--- config.mk ---
export PLATFORM = sky130hd
export DESIGN_NAME = seq_gen
export DESIGN_NICKNAME = d
export VERILOG_FILES = /design/src/rtl/seq_gen.sv
export SDC_FILE = /design/constraint.sdc
export NUM_CORES = 1
export LEC_CHECK = 0
export CAP_MARGIN = 5
export CORE_ASPECT_RATIO = 0.75
export CORE_MARGIN = 2
export CORE_UTILIZATION = 55
export DETAILED_ROUTE_END_ITERATION = 6
export PLACE_DENSITY = 0.88
export SYNTH_ARGS = -nofsm -noshare
export SYNTH_HDL_FRONTEND = slang
export SYNTH_SLANG_ARGS = --single-unit
--- constraint.sdc ---
create_clock -name clock -period 2.1 [get_ports clock]
set_input_delay 0.315 -clock clock [delete_from_list [all_inputs] [get_ports clock]]
set_output_delay 0.315 -clock clock [all_outputs]
set_load 0.02 [all_outputs]
--- src/rtl/seq_gen.sv ---
// Serial pattern generator: shifts the top len bits of a captured pattern out MSB-first,
// repeating the pass rep+1 times, then pulses done. Illegal lengths are rejected with err.
module seq_gen #(
    parameter int WIDTH = 8,
    parameter int CW    = 4
) (
    input  logic             clock,
    input  logic             reset_in,
    input  logic             start_in,
    input  logic [WIDTH-1:0] data_in,
    input  logic [CW-1:0]    len_in,
    input  logic [3:0]       rep_in,
    output logic             seq_out,
    output logic             valid_out,
    output logic             busy_out,
    output logic             done_out,
    output logic             err_out
);

    localparam int BW = $clog2(WIDTH + 1);

    typedef enum logic [1:0] {
        IDLE = 2'd0,
        SEND = 2'd1,
        DONE = 2'd2
    } state_t;

    state_t           state_reg, state_next;
    logic [WIDTH-1:0] data_reg, data_next;
    logic [WIDTH-1:0] shift_reg, shift_next;
    logic [BW-1:0]    len_reg, len_next;
    logic [BW-1:0]    bit_cnt_reg, bit_cnt_next;
    logic [3:0]       pass_cnt_reg, pass_cnt_next;

    logic seq_reg, valid_reg, busy_reg, done_reg, err_reg;
    logic seq_next, valid_next, busy_next, done_next, err_next;

    logic len_ok;
    logic start_ok;
    logic last_bit;
    logic last_pass;

    assign len_ok    = (len_in != '0) && (32'(len_in) <= 32'(WIDTH));
    assign start_ok  = start_in && len_ok;
    assign last_bit  = (bit_cnt_reg == BW'(1));
    assign last_pass = (pass_cnt_reg == 4'd0);

    // All state, datapath and output registers; outputs lag the FSM by one edge.
    always_ff @(posedge clock) begin
        if (reset_in) begin
            state_reg    <= IDLE;
            data_reg     <= '0;
            shift_reg    <= '0;
            len_reg      <= '0;
            bit_cnt_reg  <= '0;
            pass_cnt_reg <= '0;
            seq_reg      <= 1'b0;
            valid_reg    <= 1'b0;
            busy_reg     <= 1'b0;
            done_reg     <= 1'b0;
            err_reg      <= 1'b0;
        end else begin
            state_reg    <= state_next;
            data_reg     <= data_next;
            shift_reg    <= shift_next;
            len_reg      <= len_next;
            bit_cnt_reg  <= bit_cnt_next;
            pass_cnt_reg <= pass_cnt_next;
            seq_reg      <= seq_next;
            valid_reg    <= valid_next;
            busy_reg     <= busy_next;
            done_reg     <= done_next;
            err_reg      <= err_next;
        end
    end

    // Next state plus datapath: capture on accept, shift per bit, reload between passes.
    always_comb begin
        state_next    = state_reg;
        data_next     = data_reg;
        shift_next    = shift_reg;
        len_next      = len_reg;
        bit_cnt_next  = bit_cnt_reg;
        pass_cnt_next = pass_cnt_reg;
        case (state_reg)
            IDLE: begin
                if (start_ok) begin
                    state_next    = SEND;
                    data_next     = data_in;
                    shift_next    = data_in;
                    len_next      = BW'(len_in);
                    bit_cnt_next  = BW'(len_in);
                    pass_cnt_next = rep_in;
                end
            end
            SEND: begin
                if (last_bit && !last_pass) begin
                    shift_next    = data_reg;
                    bit_cnt_next  = len_reg;
                    pass_cnt_next = pass_cnt_reg - 4'd1;
                end else begin
                    shift_next   = {shift_reg[WIDTH-2:0], 1'b0};
                    bit_cnt_next = bit_cnt_reg - BW'(1);
                    if (last_bit) begin
                        state_next = DONE;
                    end
                end
            end
            DONE: begin
                state_next = IDLE;
            end
            default: begin
                state_next = IDLE;
            end
        endcase
    end

    always_comb begin
        seq_next   = 1'b0;
        valid_next = 1'b0;
        busy_next  = 1'b0;
        done_next  = 1'b0;
        err_next   = 1'b0;
        case (state_reg)
            IDLE: begin
                err_next = start_in && !len_ok;
            end
            SEND: begin
                seq_next   = shift_reg[WIDTH-1];
                valid_next = 1'b1;
                busy_next  = 1'b1;
            end
            DONE: begin
                done_next = 1'b1;
                busy_next = 1'b1;
            end
            default: begin
                seq_next = 1'b0;
            end
        endcase
    end

    assign seq_out   = seq_reg;
    assign valid_out = valid_reg;
    assign busy_out  = busy_reg;
    assign done_out  = done_reg;
    assign err_out   = err_reg;

endmodule
# Word-level counts from Yosys, hierarchy flattened
# Index checks and enable logic that the tools add are counted.
# W data, S select, Z words.
[totals]
register_bits = 35
in_bits = 19
output_inout_bits = 5
elab_cells = 56
[classes]
n_addsub = 2
order_cmp = 1
n_eq_ne = 7
mux = 16
n_bitwise = 2
reduce_logical = 17
[ops]
columns = ["cell", "count"]
rows = [
  ["$mux W4", 4],
  ["$mux W8", 2],
  ["$pmux W4 S2", 2],
  ["$pmux W8 S2", 1],
  ["$ne A2 B2 Y1 const B", 4],
  ["$sub A4 B1 Y4 const B", 2],
  ["$mux W2", 3],
  ["$reduce_and A3 Y1", 2],
  ["$reduce_or A2 Y1", 3],
  ["$eq A4 B1 Y1 const B", 1],
  ["$le A4 B4 Y1 const B", 1],
  ["$logic_and A1 B1 Y1", 4],
  ["$logic_not A4 Y1", 1],
  ["$pmux W2 S2", 1],
  ["$reduce_and A2 Y1", 2],
  ["$reduce_bool A4 Y1", 1],
  ["$mux W1", 3],
  ["$eq A2 B1 Y1 const B", 1],
  ["$eq A2 B2 Y1 const B", 1],
  ["$logic_not A1 Y1", 2],
  ["$logic_not A2 Y1", 1],
  ["$not A1 Y1", 2],
  ["$reduce_bool A2 Y1", 1],
]

# Logic depth before layout (Yosys ltp)
# Gate-level depths: netlist of the first run.
[depth]
ltp_word = 5
depth_mapped = 8
ltp_nobuf = 6

# Least setup slack after synthesis of the first run
# Ideal clock, no wire load.
[synth_timing]
path_kind = "register -> register"
start = "register pass_cnt_reg[0]"
end = "register shift_reg[0]"
setup_time_ps = 134
arrival_time_ps = 1587
required_time_ps = 1966
slack_ps = 379
path_stages_with_launch = 8
path_buffers = 1
period_less_slack_ps = 1721
cell_sequence = "dfxtp_1 -> inv_1 -> ha_1 -> or3b_2 -> clkbuf_1 -> a31o_2 -> mux2i_1 -> a211oi_1"
[synth_between]
elab_chain_len = 5
[synth_rtl]
columns = ["element", "line_no", "text"]
rows = [
  ["from (decl)", "33", "logic [3:0] pass_cnt_reg, pass_cnt_next;"],
  ["from (signal assigned)", "68", "pass_cnt_reg <= pass_cnt_next;"],
  ["$logic_not A4 Y1", "46", "assign last_pass = (pass_cnt_reg == 4'd0);"],
  ["$logic_not A1 Y1", "97", "if (last_bit && !last_pass) begin"],
  ["$logic_and A1 B1 Y1", "97", ""],
  ["$mux W8", "97", ""],
  ["$pmux W8 S2", "85", "case (state_reg)"],
  ["to (signal assigned)", "65", "shift_reg <= shift_next;"],
  ["to (decl)", "30", "logic [WIDTH-1:0] shift_reg, shift_next;"],
]
# No other way between the ends.
# A chain may end at the register's enable or synchronous reset.

# Worst setup path in the final report of the first run
[layout_timing]
start = "register state_reg[0]"
end = "register shift_reg[7]"
[layout_between]
elab_chain_len = 3
elab_cells_between_ends = 6
cone_classes = "eq/ne (2); mux (1); reduce/logical (3)"
[layout_rtl]
columns = ["element", "line_no", "text"]
rows = [
  ["from (decl)", "28", "state_t state_reg, state_next;"],
  ["from (signal assigned)", "63", "state_reg <= state_next;"],
  ["$eq A2 B1 Y1 / $logic_not A2 Y1 (equally long branches)", "85", ""],
  ["$reduce_bool A2 Y1 (no source line) / $ne A2 B2 Y1 (equally long branches)", "-", ""],
  ["$reduce_and A2 Y1 (no source line)", "-", ""],
]
# Parallel ways exist; a longest one is shown, timed or not.

==> qor.yml, run 1 <==
worstHoldPathCells: 2
cts_buffers: 5
rows: 18
dp.cells: 283
report.final.setup_viol: 0
internal-power_uw: 1600
leakage_uw: 0.000862
top_layer_used: "met4"
peakVddDrop_mv: 0.695
dp_hpwl_um: 3340
drc_errors: 0
syn_nets: 243
pwr-share-comb_pct: 45.4
required_ns: 2.33
track_usage_pct: 25.9
m1WireLength_um: 2220
critPathKind: "flop to flop"
stdcell_count: 291
area_growth_pct: 23.9
postSynth.asyncResetShare_pct: 0
root_buffer: "clkbuf_8"
die_area_sq_um: 3930
clk_latency_ns: 0.30
nFillCells: 263
path_max_fanout: 17
grt_max_degree: 28
grt_overflow: 0
p_total_uw: 2660
hold_viol: 0
yosysSeqAreaShare_pct: 37.0
via_per_inst: 5.98
cts_setup_buffers: 0
ys_ff_latch: 35
synth_area_sq_um: 1890
crit_chain: "inv_1, ha_1, nand2_1, o31a_1, buf_12, a311o_1, a21oi_1"
wl_um: 4670
maxSlewHeadroom_pct: 71.0
finalMaxSlewViolations: 0
place_congestion: 0.871
fmax_mhz: 527
clk_pin_slew_worst_paths_ns: 0.08
maxCapViolations: 0
start_kind: "flop"
clockBufferDepth: 2
synth-edff-count: 0
worstReg2RegEnd: "shift_reg[7]$_SDFFE_PP0P_"
ys_types: 47
reg2reg_from: "state_reg[0]$_SDFFE_PP0P_"
critPathMaxStageDelay_ns: 0.34
max_slew.worst_pin.slew_ns: 0.434
worstHoldPathType: "flop to flop"
reg2reg_depth: 7
mostFrequentLayoutCells: "dfxtp_1, clkdlybuf4s50_1, nor2_1"
wl_met3_um: 328
r2r_slack_ns: 0.20
yosysWarningCount: 0
antenna_found_initial: 0
vias: 1739
synth_cells: 217
synthFlopType: "dfxtp_1"
portBuffers: 23
arrival_ns: 2.13
wl_per_cell_um: 16.0
power.density_nw_per_um2: 1130
grt_pass1_wl_um: 7600
pwr-share-clk_pct: 21.2
grt_pass1_vias: 1565
core_sq_um: 3290
die_h_um: 54.8
syn_avg_cell_area_sq_um: 8.72
min_period_ns: 1.90
rsz0062_at_grt: "no"
whs_endpoint: "shift_reg[7]$_SDFFE_PP0P_"
p_seq_share_pct: 33.4
status: "completed"
swShare_pct: 39.8
worstHoldStart: "shift_reg[7]$_SDFFE_PP0P_"
layout_commonest_cell: "dfxtp_1"
cp-end-kind: "flop"
dr_wl_met2_um: 2090
die_w_um: 71.7
cts_tree: "yes"
n_antenna_cell: 0
initial_core_util_pct: 57.5
p_sw_uw: 1060
io_pins: 24
crit_slowest_cell: "o31a_1"
finalCritPeriodShare_pct: 90.4
cts_sinks: 35
drive_gt1_share_pct: 13.5
postCtsHoldBufs: 0
fin_nets: 276
drt.antenna.violating_nets: 0
drt_pass1_iterations: 4
htree_levels: 2
ctsResizeCount: 0
drt-initial-drc-count: 127
skew_ns: 0.00421
power by group through the flow:
stage	Combinational, uW	Clock (uW)	Sequential (uW)
after floorplan	844	0	891
after global placement	1150	0	892
after detailed placement	1190	0	898
after CTS	1200	569	884
after global routing	1340	591	899
final	1210	564	887
cell usage after synthesis, types with 2 or more instances:
cell,count,area (sq um)
dfxtp_1,35,701
nor2_1,22,82.6
nand3_1,17,85.1
o21ai_0,16,80.1
mux2i_1,15,150
clkbuf_1,11,41.3
nand2_1,11,41.3
a21oi_1,10,50.1
inv_1,9,33.8
nor3_1,9,45.0
ha_1,7,87.6
a32o_1,6,60.1
a31oi_1,3,18.8
nor3b_1,3,22.5
a311o_1,2,20.0
a311oi_1,2,17.5
and2_1,2,12.5
buf_6,2,22.5
nand2b_1,2,12.5
nor2b_1,2,12.5
nor3_2,2,20.0
o211ai_1,2,15.0
o31a_1,2,17.5
or3b_2,2,17.5
layer usage:
metal  vias up  global-route usage, %
met3         5                   6.45
met1       814                   35.1
li1        856                      -
met2        64                   40.6
met4         0                   9.12
met5         -                      0
worst max-delay path by stage:
stage / startpoint / slack, ns / end / cells after the start
after floorplan: pass_cnt_reg[0]$_SDFFE_PP0P_ / 0.38 / shift_reg[0]$_SDFFE_PP0P_ / 7
after global placement: len_in[1] / -0.005 / shift_reg[7]$_SDFFE_PP0P_ / 6
after detailed placement: len_in[1] / -0.07 / shift_reg[7]$_SDFFE_PP0P_ / 6
after CTS: bit_cnt_reg[0]$_SDFFE_PP0P_ / 0.12 / pass_cnt_reg[0]$_SDFFE_PP0P_ / 5
after global routing: state_reg[0]$_SDFFE_PP0P_ / 0.06 / shift_reg[7]$_SDFFE_PP0P_ / 7
final: state_reg[0]$_SDFFE_PP0P_ / 0.20 / shift_reg[7]$_SDFFE_PP0P_ / 7
critical path: cells and delay by family (launching register included):
family	cells	cell delay, ns
AOI/OAI and AO/OA	3	0.73
DFF	1	0.33
buffers and inverters	2	0.28
adders and majority gates	1	0.28
and+or+nand+nor	1	0.20
cell type report:
type / instances / area (sq um) / share of cell area (%)
Tap cell: 40 / 50.0 / 2.13
Clock buffer: 7 / 96.3 / 4.11
Clock inverter: 1 / 7.51 / 0.320
Inverter: 10 / 37.5 / 1.60
Multi-Input combinational cell: 158 / 1080 / 46.2
Sequential cell: 35 / 701 / 29.9
Timing Repair Buffer: 40 / 370 / 15.8
metrics by stage:
| step | TNS, ns | utilization (%) | hold slack (ns) | worst slack, ns | area (sq um) |
|---|---|---|---|---|---|
| floorplan | 0 | - | 0.432 | 0.379 | 1890 |
| global placement | -0.00601 | 68.2 | 0.449 | -0.00507 | 2240 |
| detailed placement | -0.183 | 68.2 | 0.475 | -0.0696 | 2240 |
| CTS | 0 | 71.3 | 0.485 | 0.116 | 2340 |
| global route | 0 | 71.3 | 0.516 | 0.0613 | 2340 |
| finish | 0 | 71.3 | 0.482 | 0.202 | 2340 |
logic make-up after synthesis:
family,Yosys count,synth area share [%]
fa+ha+maj,7,4.63
flops,35,37.0
xor+xnor,2,0.926
buf+inv,24,5.75
mux,15,7.94
compound gates,54,21.1
simple gates,80,22.6
(Power assumes the default switching activity.)
==> run 2, diff against run 1 <==
clock period = 2.11 ns   (was 2.1 ns; I/O delays follow)
==> run 2 against run 1 <==
  * Worst setup slack got worse by 0.018 ns
  * Largest power group unchanged
  * First-iteration DRC count is 6.3% higher
  * Power down 3.8%
  * Sequential share of layout area grew 0.29 points
  * Die area unchanged
  * Utilization fell by 0.69 points
==> qor.yml, run 2 (synthesis results as in run 1) <==
grt_pass1_wl_um: 7590
leakage_uw: 0.000854
cts_sinks: 35
vias: 1775
min_period_ns: 1.93
clk_pin_slew_worst_paths_ns: 0.07
critPathMaxStageDelay_ns: 0.46
postCtsHoldBufs: 0
dp_hpwl_um: 3220
via_per_inst: 6.10
htree_levels: 2
required_ns: 2.30
max_slew.worst_pin.slew_ns: 0.418
finalCritPeriodShare_pct: 91.3
die_h_um: 54.8
area_growth_pct: 22.8
initial_core_util_pct: 57.5
fin_nets: 276
worstHoldPathType: "flop to flop"
startpoint: "bit_cnt_reg[0]$_SDFFE_PP0P_"
report.final.setup_viol: 0
grt_pass1_vias: 1582
root_buffer: "clkbuf_8"
rows: 18
place_congestion: 0.868
die_w_um: 71.7
rsz0062_at_grt: "no"
grt_max_degree: 28
drc_errors: 0
critPathKind: "flop to flop"
track_usage_pct: 25.8
fmax_mhz: 519
cts_tree: "yes"
whs_ns: 0.480
crit_slowest_cell: "or3b_2"
cts_buffers: 5
hold_viol: 0
core_sq_um: 3290
reg2reg_depth: 5
cp-end-kind: "flop"
antenna_found_initial: 0
peakVddDrop_mv: 0.540
wl_per_cell_um: 15.7
ctsResizeCount: 0
n_antenna_cell: 0
clockBufferDepth: 2
finalMaxSlewViolations: 0
portBuffers: 23
wl_um: 4570
die_area_sq_um: 3930
power.density_nw_per_um2: 1100
reg2reg_from: "bit_cnt_reg[0]$_SDFFE_PP0P_"
layout_commonest_cell: "dfxtp_1"
drt_pass1_iterations: 4
worst_slack_ns: 0.184
worstReg2RegEnd: "pass_cnt_reg[1]$_SDFFE_PP0P_"
skew_ns: 0.00586
drt-initial-drc-count: 135
status: "completed"
dpl_worst_slack_ns: -0.0393
r2r_slack_ns: 0.18
cts_setup_buffers: 0
arrival_ns: 2.12
grt_overflow: 0
start_kind: "flop"
drive_gt1_share_pct: 12.7
setup.worst_path.end: "pass_cnt_reg[1]$_SDFFE_PP0P_"
clk_latency_ns: 0.29
io_pins: 24
maxCapViolations: 0
path_max_fanout: 4
drt.antenna.violating_nets: 0
maxSlewHeadroom_pct: 72.1
crit_chain: "ha_1, or3b_2, o21ai_0, a21oi_1, a311oi_1"
mostFrequentLayoutCells: "dfxtp_1, clkdlybuf4s50_1, nor2_1"
run 2: critical path: cells and delay by family (launching register included):
kind,cells,cell delay [ns]
flip-flops,1,0.38
AO/OA/AOI/OAI,3,0.78
adder cells (fa/ha/maj),1,0.21
AND/OR/NAND/NOR,1,0.46
run 2: how the worst min path moves through the flow:
stage,cells after the start,end,start,slack [ns]
3_5_place_dp,2,shift_reg[7]$_SDFFE_PP0P_,shift_reg[7]$_SDFFE_PP0P_,0.47
6_report,2,state_reg[0]$_SDFFE_PP0P_,state_reg[0]$_SDFFE_PP0P_,0.48
2_1_floorplan,2,shift_reg[7]$_SDFFE_PP0P_,shift_reg[7]$_SDFFE_PP0P_,0.43
4_1_cts,2,shift_reg[7]$_SDFFE_PP0P_,shift_reg[7]$_SDFFE_PP0P_,0.48
3_3_place_gp,2,shift_reg[7]$_SDFFE_PP0P_,shift_reg[7]$_SDFFE_PP0P_,0.44
5_1_grt,2,shift_reg[7]$_SDFFE_PP0P_,shift_reg[7]$_SDFFE_PP0P_,0.50
run 2: through the flow:
step	std cells	total power [uW]	area, sq um	utilization (%)	setup TNS [ns]
2_1_floorplan	217	1730	1890	-	0
3_3_place_gp	283	2030	2240	68.2	0
3_5_place_dp	283	2070	2240	68.2	-0.0912
4_1_cts	291	2550	2320	70.6	0
5_1_grt	291	2720	2320	70.6	0
6_report	291	2560	2320	70.6	0
run 2: power breakdown:
group	total, uW	internal, uW	switching (uW)
Combinational	1200	503	692
Clock	480	232	248
Sequential	883	791	91.7
Total	2560	1530	1030
run 2: cell type report:
type,count,area (sq um)
Timing Repair Buffer,40,370
Fill cell,254,966
Clock inverter,1,5.00
Tap cell,40,50.0
Inverter,10,37.5
Sequential cell,35,701
Clock buffer,7,76.3
Multi-Input combinational cell,158,1080
run 2: layer usage:
metal | track usage (%) | share of wire (%) | vias up
met1 | 35.2 | 48 | 843
met4 | 11.0 | 1.3 | 0
met2 | 39.2 | 44 | 67
met5 | 0 | 0 | -
li1 | - | - | 858
met3 | 6.26 | 6.9 | 7
